$ cat config.mk
export PLATFORM = sky130hd
export DESIGN_NAME = wb_project_select_flat
export DESIGN_NICKNAME = d
export VERILOG_FILES = /design/src/rtl/projsel_pkg.sv /design/src/rtl/wb_project_select_if.sv /design/src/rtl/projsel_guard_fsm.sv /design/src/rtl/wb_project_select.sv /design/src/flat_wrapper.sv
export SDC_FILE = /design/constraint.sdc
export NUM_CORES = 1
export LEC_CHECK = 0
export ABC_AREA = 1
export CAP_MARGIN = 5
export CORE_AREA = 2 2 84 146
export CTS_BUF_LIST = sky130_fd_sc_hd__clkbuf_2 sky130_fd_sc_hd__clkbuf_4 sky130_fd_sc_hd__clkbuf_8
export CTS_CLUSTER_DIAMETER = 80
export CTS_CLUSTER_SIZE = 24
export DETAILED_ROUTE_END_ITERATION = 8
export DIE_AREA = 0 0 86 148
export GPL_ROUTABILITY_DRIVEN = 0
export PLACE_DENSITY = 0.81
export SYNTH_ARGS = -nofsm -noshare
export SYNTH_HDL_FRONTEND = slang
export SYNTH_HIERARCHICAL = 1
export SYNTH_SLANG_ARGS = --single-unit
$ cat constraint.sdc
create_clock -name wb_clk_i -period 2.4 [get_ports wb_clk_i]
set_input_delay 0.36 -clock wb_clk_i [delete_from_list [all_inputs] [get_ports wb_clk_i]]
set_output_delay 0.36 -clock wb_clk_i [all_outputs]
set_load 0.05 [all_outputs]
$ cat src/rtl/projsel_pkg.sv
// Shared constants, state encoding and helpers for the Wishbone project-select controller.
package projsel_pkg;

    localparam int GUARD_W = 16;

    localparam logic [1:0] REG_CTRL   = 2'd0;
    localparam logic [1:0] REG_ACTIVE = 2'd1;
    localparam logic [1:0] REG_STATUS = 2'd2;
    localparam logic [1:0] REG_GUARD  = 2'd3;

    localparam int CTRL_IDX_W     = 5;
    localparam int CTRL_EN_BIT    = 8;
    localparam int STAT_BUSY_BIT  = 0;
    localparam int STAT_ERR_BIT   = 1;
    localparam int STAT_IRQ_BIT   = 2;

    typedef enum logic {
        IDLE  = 1'b0,
        DRAIN = 1'b1
    } state_e;

    typedef struct packed {
        logic                  en;
        logic [CTRL_IDX_W-1:0] idx;
    } target_t;

    // Out-of-range indices yield all-zero so a bad target can never light two enables.
    function automatic logic [31:0] onehot(input logic [CTRL_IDX_W-1:0] idx, input int unsigned n);
        logic [31:0] v;
        v = 32'd0;
        if (32'(idx) < n) begin
            v[idx] = 1'b1;
        end else begin
            v = 32'd0;
        end
        return v;
    endfunction

endpackage

$ cat src/rtl/wb_project_select_if.sv
// Wishbone slave-port bundle for the project-select controller (directions named from the slave side).
interface wb_project_select_if;
    logic        wbs_stb_i;
    logic        wbs_cyc_i;
    logic        wbs_we_i;
    logic [3:0]  wbs_sel_i;
    logic [31:0] wbs_dat_i;
    logic [31:0] wbs_adr_i;
    logic        wbs_ack_o;
    logic [31:0] wbs_dat_o;

    modport slave (
        input  wbs_stb_i, wbs_cyc_i, wbs_we_i, wbs_sel_i, wbs_dat_i, wbs_adr_i,
        output wbs_ack_o, wbs_dat_o
    );

    modport master (
        output wbs_stb_i, wbs_cyc_i, wbs_we_i, wbs_sel_i, wbs_dat_i, wbs_adr_i,
        input  wbs_ack_o, wbs_dat_o
    );
endinterface

$ cat src/rtl/projsel_guard_fsm.sv
// Guarded switch sequencer: drops all enables, counts the guard interval, then raises the target.
module projsel_guard_fsm
    import projsel_pkg::*;
#(
    parameter int NPROJ = 32
) (
    input  logic               clk,
    input  logic               rst_n,
    input  logic               start,
    input  target_t            target,
    input  logic [GUARD_W-1:0] guard,
    output logic               busy,
    output logic               done_pulse,
    output logic [NPROJ-1:0]   active
);

    state_e             state_r, state_s;
    logic [GUARD_W-1:0] cnt_r, cnt_s;
    target_t            tgt_r, tgt_s;
    logic [NPROJ-1:0]   active_r, active_s;
    logic               done_s;

    // Next-state, counter and enable-vector logic.
    always_comb begin
        state_s  = state_r;
        cnt_s    = cnt_r;
        tgt_s    = tgt_r;
        active_s = active_r;
        done_s   = 1'b0;
        case (state_r)
            IDLE: begin
                if (start) begin
                    active_s = {NPROJ{1'b0}};
                    cnt_s    = guard;
                    tgt_s    = target;
                    state_s  = DRAIN;
                end else begin
                    state_s  = IDLE;
                end
            end
            DRAIN: begin
                if (cnt_r == {GUARD_W{1'b0}}) begin
                    active_s = tgt_r.en ? NPROJ'(onehot(tgt_r.idx, NPROJ)) : {NPROJ{1'b0}};
                    done_s   = 1'b1;
                    state_s  = IDLE;
                end else begin
                    cnt_s    = cnt_r - {{(GUARD_W-1){1'b0}}, 1'b1};
                end
            end
            default: begin
                active_s = {NPROJ{1'b0}};
                state_s  = IDLE;
            end
        endcase
    end

    // State, counter, target and enable registers.
    always_ff @(posedge clk or negedge rst_n) begin
        if (!rst_n) begin
            state_r  <= IDLE;
            cnt_r    <= {GUARD_W{1'b0}};
            tgt_r    <= '{en: 1'b0, idx: {CTRL_IDX_W{1'b0}}};
            active_r <= {NPROJ{1'b0}};
        end else begin
            state_r  <= state_s;
            cnt_r    <= cnt_s;
            tgt_r    <= tgt_s;
            active_r <= active_s;
        end
    end

    assign busy       = (state_r == DRAIN);
    assign done_pulse = done_s;
    assign active     = active_r;

endmodule

$ cat src/rtl/wb_project_select.sv
// Wishbone-mapped project-select controller: register file, STATUS bits and bus decode.
// Optional LA override inputs are compiled in with `define PROJSEL_LA_OVERRIDE_EN.
`ifdef FORMAL
module projsel_onehot_chk #(
    parameter int NPROJ = 32
) (
    input logic             clk,
    input logic             rst_n,
    input logic [NPROJ-1:0] active
);
    // The enable vector may never select more than one project.
    always @(posedge clk) begin
        if (rst_n) begin
            assert ($onehot0(active));
        end
    end
endmodule
`endif

module wb_project_select
    import projsel_pkg::*;
#(
    parameter int          NPROJ         = 32,
    parameter logic [31:0] BASE_ADDR     = 32'h3000_0000,
    parameter logic [15:0] GUARD_DEFAULT = 16'd8
) (
    input  logic               wb_clk_i,
    input  logic               wb_rst_ni,
    wb_project_select_if.slave wbs,
`ifdef PROJSEL_LA_OVERRIDE_EN
    input  logic               la_ovr_en_i,
    input  logic [4:0]         la_ovr_idx_i,
`endif
    output logic [NPROJ-1:0]   active_o,
    output logic               switch_irq_o
);

    logic               ack_r;
    logic [31:0]        dat_r;
    target_t            ctrl_r, ctrl_s, new_ctrl_s, target_s;
    logic [GUARD_W-1:0] guard_r, guard_s;
    logic               err_r, err_s, irq_r, irq_s;
    logic               req_s, hit_s, wr_s;
    logic [1:0]         off_s;
    logic               ctrl_wr_s, stat_wr_s, guard_wr_s, idx_ok_s;
    logic               bus_start_s, ctrl_err_s, start_s;
    logic               busy_s, done_s;
    logic               ovr_block_s, ovr_start_s;
    target_t            ovr_tgt_s;
    logic [31:0]        rdata_s;
    logic               unused_bits_s;

    assign req_s      = wbs.wbs_stb_i & wbs.wbs_cyc_i & ~ack_r;
    assign hit_s      = (wbs.wbs_adr_i[31:4] == BASE_ADDR[31:4]);
    assign off_s      = wbs.wbs_adr_i[3:2];
    assign wr_s       = req_s & hit_s & wbs.wbs_we_i;
    assign ctrl_wr_s  = wr_s & (off_s == REG_CTRL) & wbs.wbs_sel_i[0];
    assign stat_wr_s  = wr_s & (off_s == REG_STATUS) & wbs.wbs_sel_i[0];
    assign guard_wr_s = wr_s & (off_s == REG_GUARD);
    assign idx_ok_s   = ({1'b0, wbs.wbs_dat_i[CTRL_IDX_W-1:0]} < 6'(NPROJ));

    assign new_ctrl_s.idx = wbs.wbs_dat_i[CTRL_IDX_W-1:0];
    assign new_ctrl_s.en  = wbs.wbs_sel_i[1] ? wbs.wbs_dat_i[CTRL_EN_BIT] : ctrl_r.en;

    // A bus switch is refused while a switch runs, the index is out of range, or the LA owns selection.
    assign bus_start_s = ctrl_wr_s & idx_ok_s & ~busy_s & ~ovr_block_s;
    assign ctrl_err_s  = ctrl_wr_s & ~bus_start_s;
    assign start_s     = bus_start_s | ovr_start_s;
    assign target_s    = bus_start_s ? new_ctrl_s : ovr_tgt_s;

`ifdef PROJSEL_LA_OVERRIDE_EN
    logic       ovr_en_q_r;
    logic [4:0] ovr_idx_q_r, ovr_pend_idx_r, ovr_pend_idx_s;
    logic       ovr_pend_r, ovr_pend_s, ovr_trig_s;

    assign ovr_block_s    = la_ovr_en_i;
    assign ovr_trig_s     = la_ovr_en_i & (~ovr_en_q_r | (la_ovr_idx_i != ovr_idx_q_r));
    assign ovr_start_s    = ovr_pend_r & ~busy_s & ~bus_start_s;
    assign ovr_pend_s     = la_ovr_en_i & (ovr_trig_s | (ovr_pend_r & ~ovr_start_s));
    assign ovr_pend_idx_s = ovr_trig_s ? la_ovr_idx_i : ovr_pend_idx_r;
    assign ovr_tgt_s      = '{en: 1'b1, idx: ovr_pend_idx_r};

    // Override edge/change detection and the held request that waits out a busy switch.
    always_ff @(posedge wb_clk_i or negedge wb_rst_ni) begin
        if (!wb_rst_ni) begin
            ovr_en_q_r     <= 1'b0;
            ovr_idx_q_r    <= 5'd0;
            ovr_pend_r     <= 1'b0;
            ovr_pend_idx_r <= 5'd0;
        end else begin
            ovr_en_q_r     <= la_ovr_en_i;
            ovr_idx_q_r    <= la_ovr_idx_i;
            ovr_pend_r     <= ovr_pend_s;
            ovr_pend_idx_r <= ovr_pend_idx_s;
        end
    end
`else
    assign ovr_block_s = 1'b0;
    assign ovr_start_s = 1'b0;
    assign ovr_tgt_s   = '{en: 1'b0, idx: {CTRL_IDX_W{1'b0}}};
`endif

    // Register-file next values; a status set on the same edge as its W1C wins.
    always_comb begin
        ctrl_s        = bus_start_s ? new_ctrl_s : ctrl_r;
        guard_s[7:0]  = (guard_wr_s & wbs.wbs_sel_i[0]) ? wbs.wbs_dat_i[7:0]  : guard_r[7:0];
        guard_s[15:8] = (guard_wr_s & wbs.wbs_sel_i[1]) ? wbs.wbs_dat_i[15:8] : guard_r[15:8];
        err_s         = ctrl_err_s | (err_r & ~(stat_wr_s & wbs.wbs_dat_i[STAT_ERR_BIT]));
        irq_s         = done_s     | (irq_r & ~(stat_wr_s & wbs.wbs_dat_i[STAT_IRQ_BIT]));
    end

    // Read-data mux; anything outside the window reads as zero.
    always_comb begin
        rdata_s = 32'd0;
        if (hit_s) begin
            case (off_s)
                REG_CTRL:   rdata_s = {23'd0, ctrl_r.en, 3'd0, ctrl_r.idx};
                REG_ACTIVE: rdata_s = 32'(active_o);
                REG_STATUS: rdata_s = {29'd0, irq_r, err_r, busy_s};
                REG_GUARD:  rdata_s = {16'd0, guard_r};
                default:    rdata_s = 32'd0;
            endcase
        end else begin
            rdata_s = 32'd0;
        end
    end

    // Bus response and register-file state.
    always_ff @(posedge wb_clk_i or negedge wb_rst_ni) begin
        if (!wb_rst_ni) begin
            ack_r   <= 1'b0;
            dat_r   <= 32'd0;
            ctrl_r  <= '{en: 1'b0, idx: {CTRL_IDX_W{1'b0}}};
            guard_r <= GUARD_DEFAULT;
            err_r   <= 1'b0;
            irq_r   <= 1'b0;
        end else begin
            ack_r   <= req_s;
            dat_r   <= req_s ? rdata_s : 32'd0;
            ctrl_r  <= ctrl_s;
            guard_r <= guard_s;
            err_r   <= err_s;
            irq_r   <= irq_s;
        end
    end

    projsel_guard_fsm #(
        .NPROJ (NPROJ)
    ) u_guard_fsm (
        .clk        (wb_clk_i),
        .rst_n      (wb_rst_ni),
        .start      (start_s),
        .target     (target_s),
        .guard      (guard_r),
        .busy       (busy_s),
        .done_pulse (done_s),
        .active     (active_o)
    );

`ifdef FORMAL
    projsel_onehot_chk #(
        .NPROJ (NPROJ)
    ) u_onehot_chk (
        .clk    (wb_clk_i),
        .rst_n  (wb_rst_ni),
        .active (active_o)
    );
`endif

    assign unused_bits_s  = ^{wbs.wbs_adr_i[1:0], wbs.wbs_dat_i[31:16], wbs.wbs_sel_i[3:2]};
    assign wbs.wbs_ack_o  = ack_r;
    assign wbs.wbs_dat_o  = dat_r;
    assign switch_irq_o   = irq_r;

endmodule

$ cat src/flat_wrapper.sv
// flat-port wrapper written by rule: the top's interface ports become plain ports
module wb_project_select_flat import projsel_pkg::*;
#(
    parameter int          NPROJ         = 32,
    parameter logic [31:0] BASE_ADDR     = 32'h3000_0000,
    parameter logic [15:0] GUARD_DEFAULT = 16'd8
)
  (wb_clk_i, wb_rst_ni, active_o, switch_irq_o, wbs_wbs_stb_i, wbs_wbs_cyc_i, wbs_wbs_we_i, wbs_wbs_sel_i, wbs_wbs_dat_i, wbs_wbs_adr_i, wbs_wbs_ack_o, wbs_wbs_dat_o);
  wb_project_select_if wbs_i ();
  input  logic wb_clk_i;
  input  logic wb_rst_ni;
  output logic [NPROJ-1:0] active_o;
  output logic switch_irq_o;
  input wire logic [$bits(wbs_i.wbs_stb_i)-1:0] wbs_wbs_stb_i;
  input wire logic [$bits(wbs_i.wbs_cyc_i)-1:0] wbs_wbs_cyc_i;
  input wire logic [$bits(wbs_i.wbs_we_i)-1:0] wbs_wbs_we_i;
  input wire logic [$bits(wbs_i.wbs_sel_i)-1:0] wbs_wbs_sel_i;
  input wire logic [$bits(wbs_i.wbs_dat_i)-1:0] wbs_wbs_dat_i;
  input wire logic [$bits(wbs_i.wbs_adr_i)-1:0] wbs_wbs_adr_i;
  output wire logic [$bits(wbs_i.wbs_ack_o)-1:0] wbs_wbs_ack_o;
  output wire logic [$bits(wbs_i.wbs_dat_o)-1:0] wbs_wbs_dat_o;
  assign wbs_i.wbs_stb_i = wbs_wbs_stb_i;
  assign wbs_i.wbs_cyc_i = wbs_wbs_cyc_i;
  assign wbs_i.wbs_we_i = wbs_wbs_we_i;
  assign wbs_i.wbs_sel_i = wbs_wbs_sel_i;
  assign wbs_i.wbs_dat_i = wbs_wbs_dat_i;
  assign wbs_i.wbs_adr_i = wbs_wbs_adr_i;
  assign wbs_wbs_ack_o = wbs_i.wbs_ack_o;
  assign wbs_wbs_dat_o = wbs_i.wbs_dat_o;
  wb_project_select #(.NPROJ(NPROJ), .BASE_ADDR(BASE_ADDR), .GUARD_DEFAULT(GUARD_DEFAULT)) u_core (.wb_clk_i(wb_clk_i), .wb_rst_ni(wb_rst_ni), .wbs(wbs_i), .active_o(active_o), .switch_irq_o(switch_irq_o));
endmodule
==> report_table.html, run 1 <==
<table>
<tr><th>Metric</th><th>Value</th></tr>
<tr><th colspan="2">Worst setup path</th></tr>
<tr><td>Sum of buffers and inverters on the critical path</td><td>1</td></tr>
<tr><td>Arrival time at the worst endpoint</td><td>1.67 ns</td></tr>
<tr><td>Critical Path Max Stage Delay</td><td>0.84 ns</td></tr>
<tr><td>Cell count of the worst reg-to-reg path</td><td>8</td></tr>
<tr><td>Critical Path Fanout Max</td><td>3</td></tr>
<tr><td>Startpoint-to-endpoint class of the critical path</td><td>flop to output pin</td></tr>
<tr><td>Crit start category</td><td>flop</td></tr>
<tr><td>Cell family with most CP delay</td><td>buffers and inverters</td></tr>
<tr><td>Standard cell with the maximum stage delay on the critical path</td><td>sky130_fd_sc_hd__clkdlybuf4s50_1</td></tr>
<tr><td>Required time worst endpoint</td><td>2.04 ns</td></tr>
<tr><td>Cell Chain, Critical Path</td><td>clkdlybuf4s50_1</td></tr>
<tr><td>Critical path depth in cells</td><td>1</td></tr>
<tr><td>CP Capture Type</td><td>output pin</td></tr>
<tr><th colspan="2">Route</th></tr>
<tr><td>Final Routed Wirelength</td><td>15800 um</td></tr>
<tr><td>Vias per std cell</td><td>5.36</td></tr>
<tr><td>Antenna Nets Post-Route</td><td>0</td></tr>
<tr><td>Total iterations of the first detailed-routing run</td><td>5</td></tr>
<tr><td>Wire per inst</td><td>15.5 um</td></tr>
<tr><td>Total number of vias</td><td>5462</td></tr>
<tr><td>DR iter-0 viols</td><td>329</td></tr>
<tr><td>Drt drc</td><td>0</td></tr>
<tr><th colspan="2">Placement</th></tr>
<tr><td>Half-perimeter wire length after placement</td><td>11800 um</td></tr>
<tr><td>Pre-CTS setup slack</td><td>0.0698 ns</td></tr>
<tr><td>Buffers added on ports</td><td>118</td></tr>
<tr><th colspan="2">Floorplan</th></tr>
<tr><td>Number of rows in the core area</td><td>52</td></tr>
<tr><td>Die extent in y</td><td>148 um</td></tr>
<tr><td>Die Area</td><td>0.0127 mm^2</td></tr>
<tr><td>Core box area</td><td>0.0115 mm^2</td></tr>
<tr><td>Horizontal die dimension</td><td>86 um</td></tr>
<tr><td>Count of boundary I/O pins</td><td>139</td></tr>
<tr><td>Starting utilization of the core area</td><td>51.1%</td></tr>
<tr><th colspan="2">Clock tree</th></tr>
<tr><td>Number of clock sinks seen by CTS</td><td>112</td></tr>
<tr><td>CTS Root Cell</td><td>sky130_fd_sc_hd__clkbuf_8</td></tr>
<tr><td>Clock insertion delay at the later pin of the skew report</td><td>0.38 ns</td></tr>
<tr><td>Hold-fix buffers, CTS</td><td>1</td></tr>
<tr><td>Clock transition at path regs</td><td>0.11 ns</td></tr>
<tr><td>Htree depth</td><td>3</td></tr>
<tr><td>Resized cells post-CTS</td><td>0</td></tr>
<tr><td>Maximum buffer depth of the clock tree</td><td>2</td></tr>
<tr><td>Clock tree from TritonCTS</td><td>built</td></tr>
<tr><td>Number of buffers added by the clock tree synthesis step</td><td>9</td></tr>
<tr><td>Setup repair bufs after CTS</td><td>0</td></tr>
<tr><th colspan="2">Yosys</th></tr>
<tr><td>Cell types with the largest area share after synthesis</td><td>sky130_fd_sc_hd__dfrtp_1 47%, sky130_fd_sc_hd__nand2_1 15%, sky130_fd_sc_hd__nand3_1 6.6%</td></tr>
<tr><td>Post-Synthesis Cells</td><td>757</td></tr>
<tr><td>Netlist cell types</td><td>37</td></tr>
<tr><td>Number of flops mapped to enable cells by yosys</td><td>0</td></tr>
<tr><td>Warnings from Yosys</td><td>6</td></tr>
<tr><td>Yosys top cell by area</td><td>sky130_fd_sc_hd__dfrtp_1</td></tr>
<tr><td>Post-synthesis area per instance</td><td>7.77 um^2</td></tr>
<tr><td>Synthesized net count</td><td>831</td></tr>
<tr><td>Portion of the post-synthesis area used by sequential elements</td><td>47.6%</td></tr>
<tr><td>Flip-flop cell with the highest count after synthesis</td><td>sky130_fd_sc_hd__dfrtp_1</td></tr>
<tr><td>Synth async-reset ratio</td><td>100%</td></tr>
<tr><td>Post-synthesis sequential element count</td><td>112</td></tr>
<tr><td>Post-synthesis instance area</td><td>0.00589 mm^2</td></tr>
<tr><td>Top cell type's share of synthesized area</td><td>47.2%</td></tr>
<tr><th colspan="2">STA</th></tr>
<tr><td>Pins Over Slew Limit</td><td>0</td></tr>
<tr><td>Count of endpoints failing setup in the final report</td><td>0</td></tr>
<tr><td>Actual slew at the worst max-slew pin</td><td>0.759 ns</td></tr>
<tr><td>Final hold violations</td><td>0</td></tr>
<tr><td>Normalized max-slew margin</td><td>49.4%</td></tr>
<tr><td>Minimum setup slack in the final design</td><td>0.372 ns</td></tr>
<tr><td>TNS Setup</td><td>0 ns</td></tr>
<tr><td>Final worst clock skew</td><td>0.0113 ns</td></tr>
<tr><td>Final worst path period share</td><td>84.5%</td></tr>
<tr><td>Highest clock frequency the design can meet</td><td>0.493 GHz</td></tr>
<tr><td>Setup repair after global routing missed its margin</td><td>no</td></tr>
<tr><td>Time the worst path needs with I/O delays and setup</td><td>2.03 ns</td></tr>
<tr><th colspan="2">GRT</th></tr>
<tr><td>GRT Resource Usage Total</td><td>25.3%</td></tr>
<tr><td>Largest net degree at the start of global routing</td><td>65</td></tr>
<tr><td>Vias in the first global route</td><td>5374</td></tr>
<tr><td>Initial antenna violation count</td><td>0</td></tr>
<tr><td>Wire length of the first global-routing pass</td><td>25200 um</td></tr>
<tr><td>Final global-route overflow total</td><td>0</td></tr>
<tr><th colspan="2">Finish</th></tr>
<tr><td>Area added between synthesis and finish</td><td>26.5%</td></tr>
<tr><td>Most common library cell in the layout ignoring fill and taps</td><td>sky130_fd_sc_hd__nand2_1</td></tr>
<tr><td>Count of fill cells added during filler insertion</td><td>971</td></tr>
<tr><td>Total Nets Final</td><td>953</td></tr>
<tr><td>Top library cells by usage in the layout, fill and taps aside</td><td>242 x sky130_fd_sc_hd__nand2_1, 117 x sky130_fd_sc_hd__clkdlybuf4s50_1, 111 x sky130_fd_sc_hd__dfrtp_1, 95 x sky130_fd_sc_hd__nor2_1, 78 x sky130_fd_sc_hd__nand3_1</td></tr>
<tr><td>Fraction of final layout cells sized beyond drive strength 1</td><td>13.2%</td></tr>
<tr><td>Antenna Cells</td><td>0</td></tr>
<tr><th colspan="2">Status</th></tr>
<tr><td>Run status</td><td>finished clean</td></tr>
<tr><th colspan="2">Min path</th></tr>
<tr><td>Worst hold path class</td><td>input pin to async pin</td></tr>
<tr><th colspan="2">Power</th></tr>
<tr><td>Worst ir drop on vdd</td><td>0.303 mV</td></tr>
<tr><td>Power density over the cells</td><td>453 mW/mm^2</td></tr>
<tr><td>Leakage</td><td>3.56 nW</td></tr>
<tr><th colspan="2">Run</th></tr>
<tr><td># Max-Cap Violations</td><td>0</td></tr>
</table>
==> worst paths after layout <==
kind                                              startpoint                       endpoint  slack, ns
worst min register to register              u_core/ctrl_r[0]               u_core/ctrl_r[0]       0.50
worst max register to register   u_core/u_guard_fsm/cnt_r[0]  u_core/u_guard_fsm/active[28]       0.42
worst max-delay path            u_core/u_guard_fsm/active[1]                    active_o[1]       0.37
min in group wb_clk_i                       u_core/ctrl_r[0]               u_core/ctrl_r[0]       0.50
max in group asynchronous                          wb_rst_ni   u_core/u_guard_fsm/active[0]       1.21
worst min-delay path                               wb_rst_ni        u_core/wbs.wbs_dat_o[3]       0.49
==> logic make-up (layout without fill, tap and decap cells) <==
group | Yosys count | count (layout) | synth area share (%)
multiplexers | 1 | 1 | 0.191
buffers and inverters | 97 | 224 | 7.80
AND/OR/NAND/NOR | 471 | 471 | 35.5
flip-flops | 112 | 112 | 47.6
AO/OA/AOI/OAI | 75 | 75 | 8.63
adder cells (fa/ha/maj) | 1 | 1 | 0.213
==> flip-flops by register name, summed over array words and instances, names as in the netlist <==
signal / flops
u_core/guard_r: 16
u_core/u_guard_fsm/busy: 1
u_core/wbs.wbs_dat_o: 32
u_core/switch_irq_o: 1
u_core/wbs.wbs_ack_o: 1
u_core/u_guard_fsm/active: 32
u_core/ctrl_r: 6
u_core/u_guard_fsm/tgt_r: 6
u_core/u_guard_fsm/cnt_r: 16
u_core/err_r: 1
==> layer usage <==
layer  routed length, um  track usage, %  vias up
li1                    -               -     2652
met1                5560            26.6     2549
met2                8760            47.4      207
met3                 766            4.02       54
met4                 666            12.6        0
met5                   0               0        -
==> stage by stage <==
stage,power (W),utilization (%),area [um^2],cells,hold WS (ns)
6_report,0.00337,64.6,7440,1019,0.492
5_1_grt,0.00346,64.6,7440,1019,0.519
4_1_cts,0.00339,64.6,7440,1019,0.507
3_5_place_dp,0.00218,62.7,7220,1002,0.379
3_3_place_gp,0.00218,62.7,7220,1002,0.373
2_1_floorplan,0.00200,-,5890,757,0.0644
==> cells in the mapped netlist (all sizes together) (2+ instances only) <==
cell type and number:
nand2 248, or2 7, inv 69, nor2 111, buf 23, dfrtp 111, clkbuf 3, o21ai 50
clkinv 2, a21oi 17, nand3 82, a31oi 3, nand4 12, nor3 9, a221oi 3
==> where the power goes <==
group	internal, W	switching, W	total [W]	leakage [nW]
Sequential	0.00189	0.00000113	0.00189	1.33
Combinational	0.000114	0.000140	0.000254	2.12
Clock	0.000544	0.000684	0.00123	0.111
Total	0.00255	0.000825	0.00337	3.56
==> final cells by class <==
| type | count | area, um^2 | area share [%] |
|---|---|---|---|
| Sequential cell | 112 | 2800 | 37.7 |
| Multi-Input combinational cell | 548 | 2630 | 35.3 |
| Timing Repair Buffer | 137 | 1360 | 18.3 |
| Inverter | 71 | 268 | 3.60 |
| Tap cell | 135 | 169 | 2.27 |
| Clock buffer | 11 | 145 | 1.95 |
| Clock inverter | 5 | 72.6 | 0.975 |
Note: power is estimated with default switching activity, not from simulation.
==> inputs of run 2 (changes only) <==
--- a/config.mk
+++ b/config.mk
@@ -7,14 +7,14 @@
 export LEC_CHECK = 0
 export ABC_AREA = 1
 export CAP_MARGIN = 5
-export CORE_AREA = 2 2 84 146
+export CORE_AREA = 2 2 88 154
 export CTS_BUF_LIST = sky130_fd_sc_hd__clkbuf_2 sky130_fd_sc_hd__clkbuf_4 sky130_fd_sc_hd__clkbuf_8
 export CTS_CLUSTER_DIAMETER = 80
 export CTS_CLUSTER_SIZE = 24
 export DETAILED_ROUTE_END_ITERATION = 8
-export DIE_AREA = 0 0 86 148
+export DIE_AREA = 0 0 90 156
 export GPL_ROUTABILITY_DRIVEN = 0
-export PLACE_DENSITY = 0.81
+export PLACE_DENSITY = 0.78
 export SYNTH_ARGS = -nofsm -noshare
 export SYNTH_HDL_FRONTEND = slang
 export SYNTH_HIERARCHICAL = 1
==> constraint.sdc (replaced) <==
create_clock -name wb_clk_i -period 1.7 [get_ports wb_clk_i]
set_input_delay 0.255 -clock wb_clk_i [delete_from_list [all_inputs] [get_ports wb_clk_i]]
set_output_delay 0.255 -clock wb_clk_i [all_outputs]
set_load 0.05 [all_outputs]
==> run 2 against run 1 <==
Worst hold slack lost 0.21 ns. Die area grew 10%. Wire length grew 5.9%. Largest cell class unchanged. Sequential power grew 41%. Setup slack lost 0.36 ns. Power grew 45%. Via count grew 2.1%.
==> report_table.html, run 2 (synthesis gave the netlist of run 1 again) <==
<table>
<tr><th>Metric</th><th>Value</th></tr>
<tr><th colspan="2">Status</th></tr>
<tr><td>Run status</td><td>finished clean (unchanged)</td></tr>
<tr><th colspan="2">STA</th></tr>
<tr><td>Final hold violations</td><td>0 (unchanged)</td></tr>
<tr><td>Actual slew at the worst max-slew pin</td><td>0.501 ns (was 0.759 ns)</td></tr>
<tr><td>Final worst clock skew</td><td>0.00926 ns (was 0.0113 ns)</td></tr>
<tr><td>Setup repair after global routing missed its margin</td><td>yes (was no)</td></tr>
<tr><td>Final worst path period share</td><td>99.2%</td></tr>
<tr><td>Time the worst path needs with I/O delays and setup</td><td>1.69 ns</td></tr>
<tr><td>Pins Over Slew Limit</td><td>0 (unchanged)</td></tr>
<tr><td>Highest clock frequency the design can meet</td><td>0.593 GHz</td></tr>
<tr><td>TNS Setup</td><td>0 ns (unchanged)</td></tr>
<tr><td>Count of endpoints failing setup in the final report</td><td>0 (unchanged)</td></tr>
<tr><td>Normalized max-slew margin</td><td>66.4% (was 49.4%)</td></tr>
<tr><th colspan="2">Finish</th></tr>
<tr><td>Count of fill cells added during filler insertion</td><td>1129 (was 971)</td></tr>
<tr><td>Post-Route Utilization</td><td>63.0% (was 64.6%)</td></tr>
<tr><td>Area added between synthesis and finish</td><td>37.1% (was 26.5%)</td></tr>
<tr><td>Antenna Cells</td><td>0 (unchanged)</td></tr>
<tr><td>Most common library cell in the layout ignoring fill and taps</td><td>sky130_fd_sc_hd__nand2_1 (unchanged)</td></tr>
<tr><td>Top library cells by usage in the layout, fill and taps aside</td><td>235 x sky130_fd_sc_hd__nand2_1, 119 x sky130_fd_sc_hd__buf_4, 110 x sky130_fd_sc_hd__dfrtp_1, 93 x sky130_fd_sc_hd__nor2_1, 71 x sky130_fd_sc_hd__nand3_1 (was 242 x sky130_fd_sc_hd__nand2_1, 117 x sky130_fd_sc_hd__clkdlybuf4s50_1, 111 x sky130_fd_sc_hd__dfrtp_1, 95 x sky130_fd_sc_hd__nor2_1, 78 x sky130_fd_sc_hd__nand3_1)</td></tr>
<tr><td>FF/Latch Area</td><td>0.00281 mm^2 (was 0.00280 mm^2)</td></tr>
<tr><td>Fraction of final layout cells sized beyond drive strength 1</td><td>27.6% (was 13.2%)</td></tr>
<tr><td>Final Non-Filler Cells</td><td>1108 (was 1019)</td></tr>
<tr><td>Post-Layout Inst Area</td><td>0.00807 mm^2 (was 0.00744 mm^2)</td></tr>
<tr><td>Multi-input logic area</td><td>0.00273 mm^2 (was 0.00263 mm^2)</td></tr>
<tr><td>Total Nets Final</td><td>1006 (was 953)</td></tr>
<tr><th colspan="2">GRT</th></tr>
<tr><td>Wire length of the first global-routing pass</td><td>25700 um (was 25200 um)</td></tr>
<tr><td>Initial antenna violation count</td><td>0 (unchanged)</td></tr>
<tr><td>GRT met2 Usage</td><td>42.6% (was 47.4%)</td></tr>
<tr><td>GRT Resource Usage Total</td><td>22.8% (was 25.3%)</td></tr>
<tr><td>Largest net degree at the start of global routing</td><td>65 (unchanged)</td></tr>
<tr><td>GRT busiest layer</td><td>met2 (unchanged)</td></tr>
<tr><td>Met3 Use GR</td><td>3.91% (was 4.02%)</td></tr>
<tr><td>Vias in the first global route</td><td>5331 (was 5374)</td></tr>
<tr><td>Met1 track demand over resource in global routing</td><td>25.4% (was 26.6%)</td></tr>
<tr><td>Final global-route overflow total</td><td>0 (unchanged)</td></tr>
<tr><th colspan="2">Clock tree</th></tr>
<tr><td>CTS Root Cell</td><td>sky130_fd_sc_hd__clkbuf_8 (unchanged)</td></tr>
<tr><td>Number of clock sinks seen by CTS</td><td>112 (unchanged)</td></tr>
<tr><td>Clock transition at path regs</td><td>0.11 ns (about the same)</td></tr>
<tr><td>Number of buffers added by the clock tree synthesis step</td><td>9 (unchanged)</td></tr>
<tr><td>Clock tree from TritonCTS</td><td>built (unchanged)</td></tr>
<tr><td>Clock insertion delay at the later pin of the skew report</td><td>0.38 ns (about the same)</td></tr>
<tr><td>Htree depth</td><td>3 (unchanged)</td></tr>
<tr><td>Maximum buffer depth of the clock tree</td><td>2 (unchanged)</td></tr>
<tr><th colspan="2">Floorplan</th></tr>
<tr><td>Number of rows in the core area</td><td>55 (was 52)</td></tr>
<tr><td>Horizontal die dimension</td><td>90 um (was 86 um)</td></tr>
<tr><td>Count of boundary I/O pins</td><td>139 (unchanged)</td></tr>
<tr><td>Starting utilization of the core area</td><td>46.0% (was 51.1%)</td></tr>
<tr><td>Core box area</td><td>0.0128 mm^2 (was 0.0115 mm^2)</td></tr>
<tr><td>Die Area</td><td>0.0140 mm^2 (was 0.0127 mm^2)</td></tr>
<tr><td>Die extent in y</td><td>156 um (was 148 um)</td></tr>
<tr><th colspan="2">Route</th></tr>
<tr><td>Drt drc</td><td>0 (unchanged)</td></tr>
<tr><td>Wire per inst</td><td>15.1 um (was 15.5 um)</td></tr>
<tr><td>Antenna Nets Post-Route</td><td>0 (unchanged)</td></tr>
<tr><td>Final Routed Wirelength</td><td>16700 um (was 15800 um)</td></tr>
<tr><td>Total number of vias</td><td>5577 (was 5462)</td></tr>
<tr><td>Total iterations of the first detailed-routing run</td><td>8 (was 5)</td></tr>
<tr><td>Vias per std cell</td><td>5.03 (was 5.36)</td></tr>
<tr><td>DR iter-0 viols</td><td>399 (was 329)</td></tr>
<tr><th colspan="2">Worst setup path</th></tr>
<tr><td>Required time worst endpoint</td><td>2.03 ns (was 2.04 ns)</td></tr>
<tr><td>CP Capture Type</td><td>flop (was output pin)</td></tr>
<tr><td>Crit start category</td><td>input pin (was flop)</td></tr>
<tr><td>Critical Path Fanout Max</td><td>8 (was 3)</td></tr>
<tr><td>Startpoint-to-endpoint class of the critical path</td><td>input pin to flop (was flop to output pin)</td></tr>
<tr><td>Arrival time at the worst endpoint</td><td>2.02 ns (was 1.67 ns)</td></tr>
<tr><th colspan="2">Placement</th></tr>
<tr><td>Half-perimeter wire length after placement</td><td>12100 um (was 11800 um)</td></tr>
<tr><td>Total cell area at the placement stage</td><td>0.00753 mm^2 (was 0.00722 mm^2)</td></tr>
<tr><td>Post-placement cell count</td><td>1080 (was 1002)</td></tr>
<tr><td>Buffers added on ports</td><td>118 (unchanged)</td></tr>
<tr><th colspan="2">Power</th></tr>
<tr><td>Leakage</td><td>4.11 nW (was 3.56 nW)</td></tr>
<tr><td>Worst ir drop on vdd</td><td>0.528 mV (was 0.303 mV)</td></tr>
<tr><td>Power density over the cells</td><td>606 mW/mm^2 (was 453 mW/mm^2)</td></tr>
<tr><td>Overall Power</td><td>0.00489 W (was 0.00337 W)</td></tr>
<tr><th colspan="2">Run</th></tr>
<tr><td># Max-Cap Violations</td><td>0 (unchanged)</td></tr>
<tr><th colspan="2">Min path</th></tr>
<tr><td>Worst hold path class</td><td>input pin to async pin (unchanged)</td></tr>
</table>
[run 2: cell count changes in the layout (fill, tap and decap cells not counted), moves of 7 or more]
cell	delta
sky130_fd_sc_hd__buf_12	+8
sky130_fd_sc_hd__buf_4	+103
sky130_fd_sc_hd__clkdlybuf4s50_1	-83
sky130_fd_sc_hd__dlymetal6s2s_1	+17
sky130_fd_sc_hd__nand2_1	-7
sky130_fd_sc_hd__nand3_1	-7
[run 2: worst paths after layout]
check	start	to	slack, ns	depth (start not counted)
worst max-delay path	wbs_wbs_adr_i[11]	u_core/u_guard_fsm/cnt_r[10]	0.01	15
worst min-delay path	wb_rst_ni	u_core/u_guard_fsm/cnt_r[12]	0.28	2
worst max register to register	u_core/wbs.wbs_ack_o	u_core/u_guard_fsm/cnt_r[10]	0.06	12
worst min register to register	u_core/guard_r[3]	u_core/guard_r[3]	0.49	2
max in group asynchronous	wb_rst_ni	u_core/guard_r[3]	0.84	3
min in group wb_clk_i	wbs_wbs_cyc_i	u_core/wbs.wbs_ack_o	0.42	5
[run 2: final cells by class]
class / instances / area share (%)
flip-flops and latches: 112 / 34.8
multi-input cells: 548 / 33.8
repair buffers: 190 / 22.5
inverters: 71 / 3.47
well taps: 171 / 2.65
clock buffers: 9 / 1.54
clock inverters: 7 / 1.29
[run 2: repair_timing]
action	in CTS	in global routing
gates cloned	0	5
endpoints found under the hold margin	16	0
setup endpoints to repair	1	61
gates resized for setup	1	45
hold buffers	1	0
pin swaps	0	25
buffers inserted	0	6
[run 2: critical path, stage by stage]
cell                              delay (ns)
sky130_fd_sc_hd__clkdlybuf4s50_1        0.42
sky130_fd_sc_hd__inv_1                  0.07
sky130_fd_sc_hd__nand2_1                0.05
sky130_fd_sc_hd__nor2_1                 0.13
sky130_fd_sc_hd__nand2_1                0.08
sky130_fd_sc_hd__nor2_2                 0.13
sky130_fd_sc_hd__nand3_2                0.11
sky130_fd_sc_hd__inv_2                  0.09
sky130_fd_sc_hd__nand3_4                0.07
sky130_fd_sc_hd__inv_4                  0.08
sky130_fd_sc_hd__nand2_8                0.09
sky130_fd_sc_hd__nand2_8                0.14
sky130_fd_sc_hd__buf_8                  0.14
sky130_fd_sc_hd__nand3_2                0.08
sky130_fd_sc_hd__nand2_1                0.06
[run 2: metrics by stage]
step / setup WS, ns / hold WS (ns)
after detailed placement: -0.372 / 0.159
final: 0.0130 / 0.279
after floorplan: -0.0314 / -0.0406
after CTS: 0.0326 / 0.272
after global placement: -0.352 / 0.154
after global routing: -0.103 / 0.271
[run 2: report_power, final]
group	total [W]	internal (W)	switching [W]
clock	0.00181	0.000849	0.000961
combinational	0.000415	0.000206	0.000210
sequential	0.00267	0.00266	0.00000159
total	0.00489	0.00372	0.00117
[run 2: metal layers]
metal | share of wire, % | vias up
met5 | 0 | -
met4 | 2.9 | 0
met3 | 4.6 | 29
met2 | 56 | 157
met1 | 36 | 2630
li1 | - | 2761
==> inputs of run 3 (changes only) <==
--- a/config.mk
+++ b/config.mk
@@ -9,7 +9,6 @@
 export CAP_MARGIN = 5
 export CORE_AREA = 2 2 88 154
 export CTS_BUF_LIST = sky130_fd_sc_hd__clkbuf_2 sky130_fd_sc_hd__clkbuf_4 sky130_fd_sc_hd__clkbuf_8
-export CTS_CLUSTER_DIAMETER = 80
 export CTS_CLUSTER_SIZE = 24
 export DETAILED_ROUTE_END_ITERATION = 8
 export DIE_AREA = 0 0 90 156
==> results of run 3 <==
Final layout, timing and power as in run 2 (identical DEF).
==> RTL change (settings of run 2) <==
`NPROJ` is set to 32 in 3 places; all go to 48.
--- a/src/rtl/projsel_guard_fsm.sv
+++ b/src/rtl/projsel_guard_fsm.sv
@@ -4,3 +4,3 @@
 #(
-    parameter int NPROJ = 32
+    parameter int NPROJ = 48
 ) (
--- a/src/rtl/wb_project_select.sv
+++ b/src/rtl/wb_project_select.sv
@@ -22,3 +22,3 @@
 #(
-    parameter int          NPROJ         = 32,
+    parameter int          NPROJ         = 48,
     parameter logic [31:0] BASE_ADDR     = 32'h3000_0000,
--- a/src/flat_wrapper.sv
+++ b/src/flat_wrapper.sv
@@ -3,3 +3,3 @@
 #(
-    parameter int          NPROJ         = 32,
+    parameter int          NPROJ         = 48,
     parameter logic [31:0] BASE_ADDR     = 32'h3000_0000,
Ports: changed (resized active_o); port bits go from 139 to 155. No check against the original RTL was run, so the function may have changed too.
==> RTL change against run 2 <==
First-iteration DRC count shrank 13%; count of clock-buffer cells in the layout stayed put; maximum frequency grew 1.9%; area after synthesis increased by 3.6%; routed wire length is 1.9% higher; power fell by 3.6%; combinational power is 12% higher; sequential cell count did not move; setup slack better by 0.032 ns; final area is 0.29% lower; worst hold slack gained 0.065 ns; largest power group unchanged.
==> RTL change: results (changes against run 2) <==
logic_synthesis:
  synth_cell_type_count: 38  # +2.7%
  netlist_instances: 766  # +1.2%
  ys_dominant_reg_cell: "dfrtp_1"
global_route:
  use_met2: 0.445  # +0.0186
  grt_pass1_wl_um: 27000  # +5.1%
  use_met1: 0.268  # +0.0139
placement:
  post-place-cells: 1082  # +0.19%
  post_dp_cell_area_sq_um: 7610  # +1.1%
  post-place-ws_ns: -0.351  # +0.0211 ns
  dpl.hpwl_um: 12300  # +2.1%
sta:
  finClkSkew_ns: 0.0181  # +0.00880 ns
  period_needed_ns: 1.66  # -0.0316 ns
  whs_ns: 0.344  # +0.0651 ns
outcome:
  outcome: "finished, final reports clean"
power_and_ir_drop:
  vdd_ir_drop_max_v: 0.000327  # -38%
  seqPwrFrac: 0.565  # +0.020
  p_sw_mw: 1.28  # +9.3%
  p_int_mw: 3.43  # -7.6%
  comb-power_mw: 0.463  # +12%
  leakagePower_nw: 4.13  # +0.43%
routing:
  drt_first_pass_iters: 5  # -3
  wirelength_um: 17000  # +1.9%
  vias_per_cell: 5.14  # +2.1%
  drt_iter0_drc: 348  # -13%
setup_path:
  slowest_stage: "dfrtp_2"
  critPathMaxStageDelay_ns: 0.44  # +0.02 ns
  cp_data_arrival_time_ns: 1.97  # -0.05 ns
  r2r_setup_slack_ns: 0.04  # -0.02 ns
  crit_path_end: "u_core/u_guard_fsm/cnt_r[4]"
  cp_max_fo: 7  # -1
  cp-startpoint: "u_core/wbs.wbs_ack_o"
[RTL change: changes by cell type after synthesis, moves of 4 or more]
cell / run 2 / this run
buf_2: 9 / 5
buf_4: 2 / 22
inv_2: 12 / 5
nand2_1: 242 / 193
or2_2: 7 / 41
nand3_1: 78 / 101
nor3_1: 8 / 1
o21ai_1: 10 / 5
o21ai_2: 30 / 35
inv_1: 57 / 62
[RTL change: logic make-up (layout without fill, tap and decap cells)]
group | count (synthesis) | count (layout) | synth area share
AO/OA/AOI/OAI | 73 | 73 | 0.0855
adder cells (fa/ha/maj) | 1 | 1 | 0.00205
multiplexers | 1 | 1 | 0.00185
buffers and inverters | 112 | 267 | 0.0946
AND/OR/NAND/NOR | 465 | 465 | 0.354
other | 1 | 16 | 0.000615
XOR/XNOR | 1 | 1 | 0.00144
flip-flops | 112 | 112 | 0.460
[RTL change: layer usage]
layer	up-vias	wire length, um
li1	2745	-
met1	2725	6300
met2	186	9420
met3	35	732
met4	0	549
met5	-	0
[RTL change: cell type report]
type | instances | area (sq um)
inverters | 69 | 262
repair buffers | 182 | 1700
clock buffers | 9 | 124
well taps | 171 | 214
multi-input cells | 557 | 2870
flip-flops and latches | 112 | 2810
clock inverters | 7 | 70.1
fillers | 1165 | 4760
[RTL change: worst reg2reg max path: stages (launching register included)]
cell,delay (ns)
dfrtp_2,0.44
nor2_4,0.14
nand2_2,0.07
nor2_4,0.12
nand3_2,0.08
inv_2,0.08
nand3_4,0.08
inv_4,0.09
nand2_8,0.08
nand2_8,0.12
buf_12,0.12
nor2_2,0.04
a21oi_2,0.12
[RTL change: what timing repair did]
action / 4_1_cts / 5_1_grt
hold buffers: 1 / 0
hold endpoints to repair: 24 / 0
setup buffers: 0 / 4
setup endpoints to repair: 0 / 60
gates resized for setup: 0 / 33
